<file path="src/rtl/voice_allocator_if.sv">
// Event handshake between the MIDI decoder (master) and the voice allocator (slave).
interface voice_allocator_if;
   logic       ev_valid;
   logic       ev_ready;
   logic       ev_on;
   logic [6:0] ev_note;

   modport master (output ev_valid, output ev_on, output ev_note, input ev_ready);
   modport slave  (input ev_valid, input ev_on, input ev_note, output ev_ready);
endinterface

</file>
<file path="src/rtl/voice_allocator.sv">
// Polyphonic voice scheduler: assigns note events to NVOICE oscillators, stealing the oldest voice.
// Optional sustain pedal support is built when VOICE_ALLOC_SUSTAIN_EN is defined.
//
// state  | meaning
// IDLE   | waiting for an event (ev_ready high), range check on accept
// SCAN   | walk voices 0..NVOICE-1 recording match / free / oldest
// COMMIT | apply the note-on / note-off decision to one voice
module voice_allocator #(
   parameter int NVOICE = 4,
   parameter int AW     = 8
) (
   input  logic                clk,
   input  logic                reset,
`ifdef VOICE_ALLOC_SUSTAIN_EN
   input  logic                sustain,
`endif
   voice_allocator_if.slave    ev,
   output logic [NVOICE-1:0]   voice_en,
   output logic [7*NVOICE-1:0] voice_freq,
   output logic                steal,
   output logic                drop
);

   localparam int IW = (NVOICE > 1) ? $clog2(NVOICE) : 1;
   localparam logic [IW-1:0] LAST = IW'(NVOICE - 1);
   localparam logic [AW-1:0] AGE_MAX = {AW{1'b1}};
   localparam logic [6:0] NOTE_LO = 7'd21;
   localparam logic [6:0] NOTE_HI = 7'd108;

   typedef enum logic [1:0] {IDLE, SCAN, COMMIT} state_t;

   state_t            state_q, state_d;
   logic [IW-1:0]     idx_q, idx_d;
   logic              on_q, on_d;
   logic [6:0]        note_q, note_d;
   logic [NVOICE-1:0] en_q, en_d;
   logic [6:0]        freq_q [NVOICE];
   logic [6:0]        freq_d [NVOICE];
   logic [6:0]        vnote_q [NVOICE];
   logic [6:0]        vnote_d [NVOICE];
   logic [AW-1:0]     age_q [NVOICE];
   logic [AW-1:0]     age_d [NVOICE];
   logic              m_found_q, m_found_d, f_found_q, f_found_d, o_found_q, o_found_d;
   logic [IW-1:0]     m_idx_q, m_idx_d, f_idx_q, f_idx_d, o_idx_q, o_idx_d;
   logic [AW-1:0]     o_age_q, o_age_d;
   logic              steal_q, steal_d, drop_q, drop_d, rdrop_q, rdrop_d;
   logic [IW-1:0]     tgt;
   logic              rel_now;

`ifdef VOICE_ALLOC_SUSTAIN_EN
   logic [NVOICE-1:0] pend_q, pend_d;
   logic              sus_prev_q, sus_prev_d;
   // Pedal release is only acted on in IDLE; a fall during a scan is picked up on return.
   assign rel_now = (state_q == IDLE) && sus_prev_q && !sustain;
`else
   assign rel_now = 1'b0;
`endif

   assign ev.ev_ready = reset && (state_q == IDLE) && !rel_now;

   always_comb begin
      state_d   = state_q;
      idx_d     = idx_q;
      on_d      = on_q;
      note_d    = note_q;
      en_d      = en_q;
      freq_d    = freq_q;
      vnote_d   = vnote_q;
      age_d     = age_q;
      m_found_d = m_found_q;
      f_found_d = f_found_q;
      o_found_d = o_found_q;
      m_idx_d   = m_idx_q;
      f_idx_d   = f_idx_q;
      o_idx_d   = o_idx_q;
      o_age_d   = o_age_q;
      steal_d   = 1'b0;
      drop_d    = rdrop_q;
      rdrop_d   = 1'b0;
      tgt       = m_idx_q;
`ifdef VOICE_ALLOC_SUSTAIN_EN
      pend_d     = pend_q;
      sus_prev_d = sus_prev_q;
`endif
      case (state_q)
         IDLE: begin
`ifdef VOICE_ALLOC_SUSTAIN_EN
            sus_prev_d = sustain;
            if (rel_now) begin
               en_d   = en_q & ~pend_q;
               pend_d = '0;
            end
`endif
            if (ev.ev_valid && ev.ev_ready) begin
               if (ev.ev_note < NOTE_LO || ev.ev_note > NOTE_HI) begin
                  rdrop_d = 1'b1;
               end else begin
                  state_d   = SCAN;
                  idx_d     = '0;
                  on_d      = ev.ev_on;
                  note_d    = ev.ev_note;
                  m_found_d = 1'b0;
                  f_found_d = 1'b0;
                  o_found_d = 1'b0;
               end
            end
         end
         SCAN: begin
            if (en_q[idx_q]) begin
               if (vnote_q[idx_q] == note_q) begin
                  m_found_d = 1'b1;
                  m_idx_d   = idx_q;
               end
               // Strict compare keeps the lowest index on equal ages.
               if (!o_found_q || age_q[idx_q] > o_age_q) begin
                  o_found_d = 1'b1;
                  o_idx_d   = idx_q;
                  o_age_d   = age_q[idx_q];
               end
            end else if (!f_found_q) begin
               f_found_d = 1'b1;
               f_idx_d   = idx_q;
            end
            if (idx_q == LAST) state_d = COMMIT;
            else               idx_d   = idx_q + 1'b1;
         end
         COMMIT: begin
            state_d = IDLE;
            if (on_q) begin
               tgt = m_found_q ? m_idx_q : (f_found_q ? f_idx_q : o_idx_q);
               for (int j = 0; j < NVOICE; j++) begin
                  if (en_q[j] && IW'(j) != tgt && age_q[j] != AGE_MAX)
                     age_d[j] = age_q[j] + 1'b1;
               end
               age_d[tgt] = '0;
`ifdef VOICE_ALLOC_SUSTAIN_EN
               pend_d[tgt] = 1'b0;
`endif
               if (!m_found_q) begin
                  en_d[tgt]    = 1'b1;
                  freq_d[tgt]  = note_q - NOTE_LO;
                  vnote_d[tgt] = note_q;
                  steal_d      = !f_found_q;
               end
            end else if (m_found_q) begin
`ifdef VOICE_ALLOC_SUSTAIN_EN
               if (sustain) begin
                  pend_d[m_idx_q] = 1'b1;
               end else begin
                  en_d[m_idx_q]  = 1'b0;
                  age_d[m_idx_q] = '0;
               end
`else
               en_d[m_idx_q]  = 1'b0;
               age_d[m_idx_q] = '0;
`endif
            end else begin
               drop_d = 1'b1;
            end
         end
         default: state_d = IDLE;
      endcase
   end

   always_ff @(posedge clk or negedge reset) begin
      if (!reset) begin
         state_q   <= IDLE;
         idx_q     <= '0;
         on_q      <= 1'b0;
         note_q    <= '0;
         en_q      <= '0;
         m_found_q <= 1'b0;
         f_found_q <= 1'b0;
         o_found_q <= 1'b0;
         m_idx_q   <= '0;
         f_idx_q   <= '0;
         o_idx_q   <= '0;
         o_age_q   <= '0;
         steal_q   <= 1'b0;
         drop_q    <= 1'b0;
         rdrop_q   <= 1'b0;
         for (int i = 0; i < NVOICE; i++) begin
            freq_q[i]  <= '0;
            vnote_q[i] <= '0;
            age_q[i]   <= '0;
         end
`ifdef VOICE_ALLOC_SUSTAIN_EN
         pend_q     <= '0;
         sus_prev_q <= 1'b0;
`endif
      end else begin
         state_q   <= state_d;
         idx_q     <= idx_d;
         on_q      <= on_d;
         note_q    <= note_d;
         en_q      <= en_d;
         m_found_q <= m_found_d;
         f_found_q <= f_found_d;
         o_found_q <= o_found_d;
         m_idx_q   <= m_idx_d;
         f_idx_q   <= f_idx_d;
         o_idx_q   <= o_idx_d;
         o_age_q   <= o_age_d;
         steal_q   <= steal_d;
         drop_q    <= drop_d;
         rdrop_q   <= rdrop_d;
         for (int i = 0; i < NVOICE; i++) begin
            freq_q[i]  <= freq_d[i];
            vnote_q[i] <= vnote_d[i];
            age_q[i]   <= age_d[i];
         end
`ifdef VOICE_ALLOC_SUSTAIN_EN
         pend_q     <= pend_d;
         sus_prev_q <= sus_prev_d;
`endif
      end
   end

   always_comb begin
      voice_freq = '0;
      for (int i = 0; i < NVOICE; i++) voice_freq[7*i +: 7] = freq_q[i];
   end

   assign voice_en = en_q;
   assign steal    = steal_q;
   assign drop     = drop_q;

endmodule
</file>
<file path="src/flat_wrapper.sv">
// flat-port wrapper written by rule: the top's interface ports become plain ports
module voice_allocator_flat 
#(
   parameter int NVOICE = 4,
   parameter int AW     = 8
)
  (clk, reset, voice_en, voice_freq, steal, drop, ev_ev_valid, ev_ev_on, ev_ev_note, ev_ev_ready);
  voice_allocator_if ev_i ();
  input  logic clk;
  input  logic reset;
  output logic [NVOICE-1:0] voice_en;
  output logic [7*NVOICE-1:0] voice_freq;
  output logic steal;
  output logic drop;
  input wire logic [$bits(ev_i.ev_valid)-1:0] ev_ev_valid;
  input wire logic [$bits(ev_i.ev_on)-1:0] ev_ev_on;
  input wire logic [$bits(ev_i.ev_note)-1:0] ev_ev_note;
  output wire logic [$bits(ev_i.ev_ready)-1:0] ev_ev_ready;
  assign ev_i.ev_valid = ev_ev_valid;
  assign ev_i.ev_on = ev_ev_on;
  assign ev_i.ev_note = ev_ev_note;
  assign ev_ev_ready = ev_i.ev_ready;
  voice_allocator #(.NVOICE(NVOICE), .AW(AW)) u_core (.clk(clk), .reset(reset), .ev(ev_i), .voice_en(voice_en), .voice_freq(voice_freq), .steal(steal), .drop(drop));
endmodule
</file>
<file path="config.mk">
export PLATFORM = sky130hd
export DESIGN_NAME = voice_allocator_flat
export DESIGN_NICKNAME = d
export VERILOG_FILES = /design/src/rtl/voice_allocator_if.sv /design/src/rtl/voice_allocator.sv /design/src/flat_wrapper.sv
export SDC_FILE = /design/constraint.sdc
export NUM_CORES = 1
export LEC_CHECK = 0
export BUFFER_PORTS_ARGS = -buffer_cell sky130_fd_sc_hd__clkbuf_2
export CORE_MARGIN = 10
export CORE_UTILIZATION = 30
export CTS_CLUSTER_DIAMETER = 200
export DETAILED_ROUTE_END_ITERATION = 7
export PLACE_DENSITY = 0.48
export SETUP_SLACK_MARGIN = 0.2
export SYNTH_ARGS = -nofsm -noshare
export SYNTH_HDL_FRONTEND = slang
export SYNTH_SLANG_ARGS = --single-unit
</file>
<file path="constraint.sdc">
create_clock -name clk -period 2.95 [get_ports clk]
set_clock_uncertainty 0.1 [all_clocks]
set_input_delay 0.1475 -clock clk [delete_from_list [all_inputs] [get_ports clk]]
set_output_delay 0.1475 -clock clk [all_outputs]
set_load 0.01 [all_outputs]
</file>
* Word-level counts from Yosys, hierarchy flattened
Cells that the tools add are included.
Operators by class: add/sub/neg operators 6, magnitude comparators 13, equality and inequality tests 20, multiplexer cells 66, bitwise gates (word level) 14, reductions and logical operators 34
Operators with widths (number):
- 2-to-1 mux 8 bit | 16
- bitwise AND 32 bit | 2
- 2-to-1 mux 32 bit | 2
- NOT 32 bit | 2
- bitwise mux 28 bit | 2
- adder 8 x 1 -> 8 bit, second input constant | 4
- demux 8 bit (select 2 bit) | 2
- != test 8 bit, second input constant | 4
- 2-to-1 mux 7 bit | 3
- AND reduction 3 bit | 7
- 2-to-1 mux 1 bit | 19
- binary-select mux 8 bit (select 2 bit) | 1
- 2-to-1 mux 2 bit | 8
- binary-select mux 7 bit (select 2 bit) | 1
- demux 7 bit (select 2 bit) | 1
- logical AND 1 bit | 14
- 2-to-1 mux 4 bit | 3
- != test 2 bit, second input constant | 5
- AND reduction 5 bit | 2
- >= comparator 3 bit, second input constant | 3
- < comparator 2 x 3 -> 1 bit, second input constant | 3
- NOT 2 -> 3 bit | 3
- greater-than comparator 8 bit | 1
- != test 2 x 1 -> 1 bit, second input constant | 4
- 25 further kinds | 41
Storage, ports and cells: bits in registers 124, bits of input ports 11, output and inout port bits 35, logic and storage cells 180

* Depth between registers and ports, before layout
word-level depth 10, mapped depth 12, depth with buffers taken out 9

* Worst setup path before layout
Ideal clock, no wire load.
path type register -> register, from register u_core.idx_q[0], to register u_core.o_age_q[0], setup time 0.125 ns, data arrival time 2.930 ns, required time 2.725 ns, slack -0.205 ns, stages on the path, launching flop included 12, path buffers 3, clock period less this slack 3.155 ns, path through dfrtp_1 > buf_6 > buf_2 > mux4_2 > ha_1 > nor2b_1 > o21a_1 > o21ai_0 > a21oi_1 > o41a_1 > buf_6 > mux2_4
On the way: longest elaborated chain between the ends 7, elaborated cells on any way between the ends 9, those cells by class order compare: 1; mux: 5; bitwise: 1; reduce/logical: 2
RTL lines:
- from (decl) | line voice_allocator.sv:33 | logic [IW-1:0] idx_q, idx_d;
- from (signal assigned) | line voice_allocator.sv:193 | idx_q <= idx_d;
- NOT 2 -> 3 bit (not written as such) | line voice_allocator.sv:115, voice_allocator.sv:118
- binary-select mux 8 bit (select 2 bit) | line voice_allocator.sv:115, voice_allocator.sv:118
- 2-to-1 mux 8 bit (not written as such) (2 in a row) | line voice_allocator.sv:115, voice_allocator.sv:118
- greater-than comparator 8 bit | line voice_allocator.sv:115 | if (!o_found_q || age_q[idx_q] > o_age_q) begin
- logical OR 1 bit | line voice_allocator.sv:115
- AND reduction 3 bit (no source line)
- to (signal assigned) | line voice_allocator.sv:203 | o_age_q <= o_age_d;
- to (decl) | line voice_allocator.sv:45 | logic [AW-1:0] o_age_q, o_age_d;
Parallel ways exist; a longest one is shown, timed or not. The select of a mux whose other input is x is not followed. A chain may end at the register's enable or synchronous reset.

* Final worst setup path
from register u_core.idx_q[0], to register u_core.o_age_q[5]
Same word-level chain as after synthesis.

==> impl_metrics.toml <==
[detailed_routing]
drt_iter0_markers = 367
firstDrtPassIters = 5
ant_nets = 0
vias_per_cell = 5.10
post-route-drc-count = 0
routed_wirelength_um = 17300
routedWlPerCell_um = 17.8
vias = 4982

[critical_path]
setup.worst_path.start_class = "flip-flop"
worstPathArrival_ps = 2980
endpoint_kind = "flip-flop"
required_ps = 3160
crit_fanout = 6
crit_type = "flip-flop to flip-flop"

[logic_synthesis]
synth_fp_nets = 641
synthesis.area_um2 = 6470
synth_edf_count = 0
synth.distinct_cells = 59
syn_area_per_cell_um2 = 10.5
yosysWarnings = 0
synthArstFlopShare_pct = 100
synth_top_cell_by_area = "dfrtp_1"
synth_top_area_share_pct = 48.0
synthFlopType = "dfrtp_1"
netlist_instances = 615
ys_ff_latch = 124
synth_area_leaders = "dfrtp_1 (48%), nand2_1 (6.4%), mux4_1 (3.7%)"
ys_seq_area_share_pct = 48.0

[timing]
setup_viol = 0
max_freq_mhz = 360
tightest_slew_ps = 714
timing.hold.ws_ps = 312
report.final.slew_viol_count = 0
period_share_pct = 94.1
min_period_ps = 2780
hold_violations = 0
relSlewSlack_pct = 51.9
rsz0062_at_grt = "true"

[cells_and_area]
nets = 714
regArea_um2 = 3100
diodes = 0
area_growth_pct = 21.2
layout-drive-gt1-share_pct = 23.7
multi_input_area_um2 = 3180
n_fill_cell = 2118
fin_area_um2 = 7840

[pwr]
max-vdd-ir-drop_uv = 520
p_leak_nw = 3.56
clkPwrFrac_pct = 31.5
finalPower_mw = 6.75
p_per_area_nw_per_um2 = 861
seqPwrFrac_pct = 36.3
power.share.combinational_pct = 32.2
internal_power_mw = 4.21
swShare_pct = 37.6
p_sw_mw = 2.54

[placement]
dp_hpwl_um = 12200
placed_area_um2 = 7100
portBuffers = 45
gp_congestion = 0.845

[grt]
grt_usage_pct = 12.5
grt_pass1_vias = 5120
antenna_found_initial = 0
grt-ovfl-total = 0
grt_pass1_wl_um = 28200
grt_max_degree = 125

[clocking]
clkTransAtPathRegs_ps = 60
clock_path_buffers = 2
cts_tree = "yes"
htreeDepth = 4
clock-sinks = 124
clk_latency_ps = 430
clock_tree.root_cell = "clkbuf_16"
cts_made_buffers = 17

[floorplanning]
io_pins = 46
core_area_um2 = 21100
die_w_um = 167
rows = 53
die_h_um = 167
start_util_pct = 30.7
fp.dieArea_um2 = 27800

[run_status]
status = "completed"

[min_path]
min_path_type = "input pin to async pin"

[flow_run]
drv_cap = 0
[synthesized netlist by cell type (all sizes together), types with 2 or more instances]
library cell and number:
mux2 38, nand2b 4, nor3 5, xnor2 10, and2 4, o211ai 2
o21ai 74, nand2 110, nand3 21, a21oi 19, nand4 11, inv 20
a31oi 15, a211oi 3, and3 6, ha 15, o21a 10, clkbuf 11
dfrtp 124, mux4 16, mux2i 3, a41oi 2, o31ai 11, buf 17
a21o 4, xor2 2, nor2 31, nor3b 3, o41ai 3, nor2b 10
[layer usage]
metal	vias to the layer above	global-route usage, %	share of wire [%]
met3	20	3.55	4.0
li1	2365	-	-
met2	127	20.0	48
met5	-	0	0
met4	0	4.66	2.1
met1	2470	15.7	46
[path summary, 6_finish.rpt]
check / end / depth (start not counted) / slack, ps / startpoint
hold / removal: u_core.o_age_q[5] / 3 / 310 / reset
setup / recovery: u_core.o_age_q[5] / 9 / 170 / u_core.idx_q[0]
hold reg to reg: u_core.drop / 1 / 350 / u_core.rdrop_q
setup reg to reg: u_core.o_age_q[5] / 9 / 170 / u_core.idx_q[0]
min in group clk: u_core.drop / 1 / 350 / u_core.rdrop_q
max in group asynchronous: u_core.state_q[1] / 3 / 1880 / reset
[flip-flops by register name, summed over array words and instances, names as in the netlist, 2 cells and up]
name / cells
u_core.f_idx_q: 2
u_core.note_q: 7
u_core.vnote_q: 28
u_core.o_idx_q: 2
u_core.age_q: 32
u_core.voice_freq: 28
u_core.o_age_q: 8
u_core.idx_q: 2
u_core.m_idx_q: 2
u_core.voice_en: 4
u_core.state_q: 2
[cell usage in the layout (no fill, tap or decap), types with 10 or more instances in the layout]
master,Yosys,routed
nor2_1,30,30
buf_4,2,26
mux2_4,10,10
clkbuf_16,0,17
mux2_2,18,18
dlygate4sd3_1,0,10
inv_1,20,20
dfrtp_1,124,123
a21oi_1,18,18
nor2b_1,10,10
nand2_1,110,110
o21ai_0,46,45
a31oi_1,15,15
o31ai_1,11,11
ha_1,15,12
xnor2_1,10,10
mux2_1,10,10
o21ai_1,24,25
nand3_1,18,18
nand4_1,11,11
clkbuf_2,0,44
[metrics by stage]
step                utilization [%]  std cells  setup TNS [ps]  setup WS, ps
floorplan                         -        615               0          77.6
global route                   37.2        976               0          65.5
global placement               33.7        930            -353         -41.0
finish                         37.2        976               0           173
detailed placement             33.7        930            -348         -46.4
CTS                            37.2        976               0           176
[final cells by class]
| cell class | instances | share of cell area (%) |
|---|---|---|
| clock inverters | 15 | 2.15 |
| flip-flops and latches | 124 | 39.6 |
| inverters | 20 | 0.958 |
| well taps | 275 | 4.39 |
| repair buffers | 82 | 6.97 |
| clock buffers | 17 | 5.43 |
| multi-input cells | 443 | 40.5 |
[worst max-delay path, stage by stage (launching register included)]
cell	delay, ps
dfrtp_2	440
mux4_2	570
ha_4	230
nor2b_1	120
o21a_1	160
o21ai_1	120
a21oi_1	80
o41a_1	370
buf_4	180
mux2_4	290
[repair_timing]
item | CTS | global route
setup buffers | 4 | 0
hold endpoints to repair | 133 | 0
resized for setup | 3 | 1
endpoints found under the setup margin | 10 | 10
pin swaps | 0 | 0
hold buffers | 10 | 0
[logic make-up after synthesis]
family                     count (synthesis)  synth area share (%)
DFF                                      124                  48.0
buffers and inverters                     48                  3.46
muxes                                     57                  13.8
and+or+nand+nor                          207                  15.0
adders and majority gates                 15                  2.90
xor gates and xnor gates                  12                  1.62
AOI/OAI and AO/OA                        152                  15.3
[power by group through the flow]
stage,combinational [mW],clock [mW],sequential (mW)
6_report,2.17,2.12,2.45
4_1_cts,2.21,2.17,2.46
3_3_place_gp,2.13,0,2.47
3_5_place_dp,2.15,0,2.49
5_1_grt,2.41,2.24,2.52
2_1_floorplan,1.59,0,2.35
Note: power is estimated with default switching activity, not from simulation.
